[src/rtl/seg7_pkg.sv]
// Shared constants, state encoding and leading-zero helper for the BCD front end.
// Latency: n/a (package). Backpressure: n/a.
package seg7_pkg;

    localparam int BCD_W   = 4;
    localparam int DIGITS  = 6;
    localparam int MAX_VAL = 999999;
    localparam int BCD_TOT = BCD_W * DIGITS;

    localparam logic [BCD_TOT-1:0] SAT_BCD  = {DIGITS{4'h9}};
    localparam logic [DIGITS-1:0]  LZ_RESET = {{(DIGITS-1){1'b1}}, 1'b0};

    typedef enum logic [1:0] {
        IDLE  = 2'd0,
        SHIFT = 2'd1,
        DONE  = 2'd2
    } state_t;

    // Digit 0 is never blanked so a zero value still shows a single "0".
    function automatic logic [DIGITS-1:0] lz_mask_of(input logic [BCD_TOT-1:0] v);
        logic [DIGITS-1:0] m;
        logic              z;
        m = '0;
        z = 1'b1;
        for (int i = DIGITS - 1; i >= 1; i--) begin
            z    = z && (v[i*BCD_W +: BCD_W] == 4'd0);
            m[i] = z;
        end
        return m;
    endfunction

endpackage

[src/rtl/bcd_add3.sv]
// Double-dabble digit correction: adds 3 to a BCD digit of 5 or more.
// Latency: combinational. Backpressure: none.
module bcd_add3 (
    input  logic [3:0] d,
    output logic [3:0] q
);

    assign q = (d >= 4'd5) ? d + 4'd3 : d;

endmodule

[src/rtl/bin_to_bcd6.sv]
// Binary to 6-digit packed BCD via shift-and-add-3, one bit per clock, with leading-zero mask.
// Latency: BIN_W+1 cycles start-to-done. Backpressure: start ignored while busy, no queueing.
module bin_to_bcd6
    import seg7_pkg::*;
#(
    parameter int BIN_W = 20
) (
    input  logic               clk,
    input  logic               rst,
    input  logic               start,
    input  logic [BIN_W-1:0]   bin,
    output logic               busy,
    output logic               done,
    output logic [BCD_TOT-1:0] bcd,
    output logic [DIGITS-1:0]  lz_mask,
    output logic               ovf
);

    localparam int               CNT_W   = $clog2(BIN_W);
    localparam logic [BIN_W-1:0] MAX_BIN = BIN_W'(MAX_VAL);

    state_t               state_q;
    state_t               state_d;
    logic [CNT_W-1:0]     cnt_q;
    logic [BIN_W-1:0]     shreg_q;
    logic [BCD_TOT-1:0]   scratch_q;
    logic [BCD_TOT-1:0]   corr;
    logic [BCD_TOT-1:0]   result;
    logic                 ovf_cap_q;

    for (genvar g = 0; g < DIGITS; g++) begin : g_add3
        bcd_add3 u_add3 (
            .d (scratch_q[g*BCD_W +: BCD_W]),
            .q (corr[g*BCD_W +: BCD_W])
        );
    end

    // Out-of-range inputs overflow the scratch digits, so the result is replaced outright.
    assign result = ovf_cap_q ? SAT_BCD : scratch_q;
    assign busy   = (state_q != IDLE);

    always_ff @(posedge clk) begin
        if (rst) begin
            state_q <= IDLE;
        end else begin
            state_q <= state_d;
        end
    end

    always_comb begin
        state_d = state_q;
        case (state_q)
            IDLE:    if (start) state_d = SHIFT;
            SHIFT:   if (cnt_q == CNT_W'(BIN_W - 1)) state_d = DONE;
            DONE:    state_d = IDLE;
            default: state_d = IDLE;
        endcase
    end

    always_ff @(posedge clk) begin
        if (rst) begin
            cnt_q     <= '0;
            shreg_q   <= '0;
            scratch_q <= '0;
            ovf_cap_q <= 1'b0;
            done      <= 1'b0;
            bcd       <= '0;
            lz_mask   <= LZ_RESET;
            ovf       <= 1'b0;
        end else begin
            done <= 1'b0;
            case (state_q)
                IDLE: begin
                    if (start) begin
                        shreg_q   <= bin;
                        scratch_q <= '0;
                        cnt_q     <= '0;
                        ovf_cap_q <= (bin > MAX_BIN);
                    end
                end
                SHIFT: begin
                    {scratch_q, shreg_q} <= {corr, shreg_q} << 1;
                    cnt_q                <= cnt_q + CNT_W'(1);
                end
                DONE: begin
                    bcd     <= result;
                    lz_mask <= lz_mask_of(result);
                    ovf     <= ovf_cap_q;
                    done    <= 1'b1;
                end
                default: ;
            endcase
        end
    end

endmodule

[config.mk]
export PLATFORM = sky130hd
export DESIGN_NAME = bin_to_bcd6
export DESIGN_NICKNAME = d
export VERILOG_FILES = /design/src/rtl/seg7_pkg.sv /design/src/rtl/bcd_add3.sv /design/src/rtl/bin_to_bcd6.sv
export SDC_FILE = /design/constraint.sdc
export NUM_CORES = 1
export LEC_CHECK = 0
export BUFFER_PORTS_ARGS = -buffer_cell sky130_fd_sc_hd__buf_2
export CORE_UTILIZATION = 61
export CTS_CLUSTER_DIAMETER = 80
export CTS_CLUSTER_SIZE = 25
export DETAILED_ROUTE_END_ITERATION = 6
export GPL_TIMING_DRIVEN = 0
export PLACE_DENSITY = 0.81
export SKIP_LAST_GASP = 1
export SLEW_MARGIN = 20
export SYNTH_ARGS = -nofsm -noshare
export SYNTH_HDL_FRONTEND = slang
export SYNTH_SLANG_ARGS = --single-unit
[constraint.sdc]
create_clock -name clk -period 2.27 [get_ports clk]
set_input_delay 0.227 -clock clk [delete_from_list [all_inputs] [get_ports clk]]
set_output_delay 0.227 -clock clk [all_outputs]
set_load 0.1 [all_outputs]
# --- After elaboration in Yosys (flattened, before gate mapping) ---
# Cells that the tools add are included.
op_classes:
  n_eq_ne: 5
  muxes: 17
  addsub: 7
  n_lt_le_gt_ge: 7
  n_reduce_logical: 15
ops:
  columns: ["op", "count"]
  rows:
  - ["24-bit 2-to-1 mux", 2]
  - ["24-bit one-hot mux with 2 select lines", 1]
  - ["20-bit one-hot mux with 2 select lines", 1]
  - ["4-bit by 3-bit >= comparator with 1-bit output, second input constant", 6]
  - ["4-bit by 2-bit adder with 4-bit output, second input constant", 5]
  - ["20-bit > comparator, second input constant", 1]
  - ["4-bit zero test", 5]
  - ["20-bit 2-to-1 mux", 1]
  - ["4-bit 2-to-1 mux", 5]
  - ["5-bit one-hot mux with 2 select lines", 1]
  - ["2-bit AND reduction", 3]
  - ["5-bit by 1-bit adder with 5-bit output, second input constant", 1]
  - ["5-bit == test, second input constant", 1]
  - ["5-bit 2-to-1 mux", 1]
  - ["1-bit logical AND", 4]
  - ["2-bit 2-to-1 mux", 2]
  - ["2-bit != test, second input constant", 2]
  - ["2-bit one-hot mux with 2 select lines", 1]
  - ["2-bit nonzero test", 2]
  - ["3-bit by 2-bit adder with 3-bit output, second input constant", 1]
  - ["3-bit 2-to-1 mux", 1]
  - ["2-bit by 1-bit == test with 1-bit output, second input constant", 1]
  - ["2-bit == test, second input constant", 1]
  - ["2-bit zero test", 1]
  - ["1-bit 2-to-1 mux", 1]
word_totals:
  elab_cells: 60
  out_inout_bits: 33
  inputBits: 23
  regBits: 83

# --- Logic depth before layout (Yosys ltp) ---
depth:
  word_depth: 6
  depth_mapped: 7

# --- Modules after synthesis ---
# Synthesis repeated with hierarchy kept, for this count alone.
unflattened:
  hier_cells: 428
  hier_area_um2: 3687.3
modules_own_cells:
  columns: ["mod", "n_inst", "area_per_inst_um2", "cells_each", "seq_area_each_um2"]
  rows:
  - ["bin_to_bcd6", 1, 3079.2, 332, 1661.6]
  - ["bcd_add3", 6, 101.3, 16, 0.0]

# --- Least setup slack after synthesis ---
# No wires, ideal clock.
synth_path:
  path_kind: "flip-flop to flip-flop"
  from: "register ovf_cap_q"
  to: "register lz_mask[1]"
  slack_ps: 722
  setup_time_ps: 87
  path_buffers: 1
  t_arrival_ps: 1461
  stages_incl_launch_ff: 6
  cell_sequence: "dfxtp_1 buf_6 or4_4 nor4_4 nand4_2 o31ai_1"
synth_between:
  elab_chain_len: 6
  elab_cells_between_ends: 10
  cone_classes: "mux (1); reduce/logical (9)"
synth_rtl:
  columns: ["item", "line", "rtl"]
  rows:
  - ["start: declaration", "bin_to_bcd6.sv:29", "logic ovf_cap_q;"]
  - ["start signal: assignment", "bin_to_bcd6.sv:78", "ovf_cap_q <= (bin > MAX_BIN);"]
  - ["24-bit 2-to-1 mux (*)", "bin_to_bcd6.sv:39", "assign result = ovf_cap_q ? SAT_BCD : scratch_q;"]
  - ["4-bit zero test", "seg7_pkg.sv:26", "z = z && (v[i*BCD_W +: BCD_W] == 4'd0);"]
  - ["1-bit logical AND (3 in series)", "seg7_pkg.sv:26", null]
  - ["1-bit logical AND (*)", "seg7_pkg.sv:26", null]
  - ["end signal: assignment", "bin_to_bcd6.sv:87", "lz_mask <= lz_mask_of(result);"]
  - ["end: declaration", "bin_to_bcd6.sv:15", "output logic [DIGITS-1:0] lz_mask,"]
# Every way passes the cells marked *; elsewhere a longest branch is shown, timed or not.
# A chain may end at the register's enable or synchronous reset.

# --- Final worst setup path ---
layout_path:
  from: "register state_q[0]"
  to: "output port busy"
layout_between:
  elab_chain_len: 1
layout_rtl:
  columns: ["item", "line", "rtl"]
  rows:
  - ["start: declaration", "bin_to_bcd6.sv:22", "state_t state_q;"]
  - ["start signal: assignment", "bin_to_bcd6.sv:46", "state_q <= state_d;"]
  - ["2-bit nonzero test", "bin_to_bcd6.sv:40", "assign busy = (state_q != IDLE);"]
  - ["end: declaration", "bin_to_bcd6.sv:12", "output logic busy,"]
# Every way passes these cells.

==> out/metrics.yaml <==
outcome:
  status: "complete, no violations"
clock_tree:
  ctsHtreeMaxLevel: 3
  root_buffer: "clkbuf_8"
  clock_path_buffers: 2
  cts_resized: 0
  cts_hold_buf: 0
  numCtsBuffers: 9
  cts_tree: "done"
  clock_latency_ns: 0.36
  cts_sinks: 83
  clkTransAtPathRegs_ns: 0.09
  postCtsSetupBuffers: 0
worst_setup_path:
  crit_path_frequent_cell: "buf_2"
  worst-path-max-fanout: 10
  cp-end-kind: "primary output"
  arrival_ns: 1.91
  worst_r2r_startpoint: "state_q[1]"
  crit_type: "reg -> out"
  endpoint: "busy"
  cpMaxStageDelayCell: "buf_2"
  cpPeakStageDelay_ns: 0.42
  ff2ff_setup_slack_ns: 0.39
  critPathRequiredTime_ns: 2.04
  crit_start: "state_q[0]"
  regToRegEndpoint: "scratch_q[10]"
  cp_cell_sequence: "buf_2, clkbuf_1, or2_2, buf_2"
  critPathLaunchType: "register"
  rr_worst_depth: 6
routing:
  drt_iter0_markers: 213
  drt-met1-wl_um: 4100
  routed_wl_um: 8850
  drt_drc_violations_left: 0
  top_layer: "met4"
  firstDrtPassIters: 4
  vias: 3356
  wl_met3_um: 404
  wl_per_cell_um: 15.0
  final_antenna_net_count: 0
  met2_length_um: 4180
  vias_per_cell: 5.70
synthesis:
  ys_warn_count: 0
  avgSynthCellArea_um2: 8.36
  yosysUniqueCellTypes: 40
  syn_area_um2: 3720
  synth_edf_count: 0
  postSynth.asyncResetShare_pct: 0
  ys_ff_latch: 83
  synth_nets: 481
  yosysSeqAreaShare_pct: 44.6
  synth-main-ff-cell: "dfxtp_1"
  synth_cells: 445
placement:
  port_buffers: 54
  gp_congestion: 0.825
  place_hpwl_um: 6260
global_route:
  antenna_found_initial: 0
  grt_pass1_vias: 3214
  grt_max_degree: 14
  grt_overflow_total: 0
  grt_usage_pct: 30.1
  grt_pass1_wl_um: 14800
power:
  finalPower_uw: 3060
  ir_drop_mv: 0.484
  leakage_uw: 0.00180
  cellPowerDensity_nw_per_um2: 709
timing:
  drv_slew: 0
  slew_headroom_pct: 60.2
  fin_skew_ns: 0.00916
  tightestPinTransition_ns: 0.596
  period_share_pct: 94.2
  max_freq_mhz: 468
  post-route-min-period_ns: 2.14
  tns_ns: 0
  finalHoldViolations: 0
  rsz0062_at_grt: "no"
  setup_viol: 0
final_layout:
  final-seq-area_um2: 1660
  final_common_cell: "dfxtp_1"
  mostFrequentLayoutCells: "dfxtp_1, buf_2, nor2_1"
  final_util_pct: 73.3
  n_fill_cell: 486
  drive_gt1_share_pct: 16.3
  syn_to_final_growth_pct: 16.0
  final_nets: 546
  antenna-diode-count: 0
  multi_input_area_um2: 1890
die:
  initial_core_util_pct: 63.2
  die_h_um: 80.1
  core_area_um2: 5890
  die-area_um2: 6420
  rows: 28
  die_w_um: 80.1
  io-pin-count: 56
hold_path:
  hp-class: "in -> reg"
run:
  maxCapViolCount: 0
-- worst min path at each step --
stage | cells past startpoint | endpoint | start
3_3_place_gp | 2 | shreg_q[14] | shreg_q[13]
2_1_floorplan | 1 | shreg_q[0] | bin[0]
5_1_grt | 2 | shreg_q[0] | bin[0]
3_5_place_dp | 2 | shreg_q[14] | shreg_q[13]
6_report | 3 | shreg_q[2] | bin[2]
4_1_cts | 3 | shreg_q[2] | bin[2]
-- critical path: cells and delay by family, from the launching register on --
kind | cells | cell delay, ns
flip-flops | 1 | 0.35
buffers and inverters | 3 | 1.01
AND/OR/NAND/NOR | 1 | 0.20
-- synth_stat cells, types with 6 or more instances --
library cell  instances  area (um2)
or3_1                 6        37.5
dfxtp_1              83        1660
a22o_1               20         175
nand2b_1              8        50.1
nand3_1              11        55.1
nand2_1              39         146
mux2i_1               6        60.1
a21oi_1              47         235
nor2b_1              13        81.3
nor3_1               34         170
ha_1                 13         163
nor2_1               54         203
o21ai_1               6        30.0
nand3b_1              7        52.6
a22oi_1               9        67.6
clkbuf_1             23        86.3
inv_1                12        45.0
xnor2_1               6        52.6
o21ai_0              10        50.1
-- cell type report --
class	instances	area share [%]
Clock inverter	5	2.38
Tap cell	75	2.17
Timing Repair Buffer	54	6.26
Sequential cell	83	38.5
Multi-Input combinational cell	320	43.7
Clock buffer	10	2.96
Inverter	12	1.04
Buffer	30	3.01
-- stage by stage --
step	cell area, um2	hold slack (ns)	std cells	setup WS, ns
after detailed placement	4090	0.432	574	0.395
after global placement	4090	0.425	574	0.430
after CTS	4320	0.0775	589	0.152
after global routing	4320	0.0911	589	0.0427
after floorplan	3720	0.353	445	0.722
final	4320	0.0722	589	0.132
-- routing by layer --
metal  vias up  global-route usage (%)
met5         -                       0
met4         0                    13.4
met3        17                    5.00
met2       109                    50.3
met1      1569                    38.1
li1       1661                       -
-- registers in the layout, indices dropped and copies added (netlist names) --
| register | count |
|---|---|
| scratch_q | 24 |
| bcd | 24 |
| lz_mask | 5 |
| state_q | 2 |
| ovf_cap_q | 1 |
| shreg_q | 20 |
| done | 1 |
| ovf | 1 |
| cnt_q | 5 |
-- power breakdown --
part           internal, uW  leakage (uW)  switching (uW)
Combinational          92.6       0.00102             181
Clock                   724      0.000112             541
Sequential             1500      0.000673            23.8
Total                  2310       0.00180             746
-- kinds of logic (layout without fill, tap and decap cells) --
logic type	after synthesis	after routing	synth area share [%]
and+or+nand+nor	189	189	25.2
DFF	83	83	44.6
other	1	1	0.101
AOI/OAI and AO/OA	100	100	16.8
xor gates and xnor gates	11	11	2.59
muxes	6	6	1.61
buffers and inverters	42	111	4.71
adders and majority gates	13	13	4.37
(Power assumes the default switching activity.)
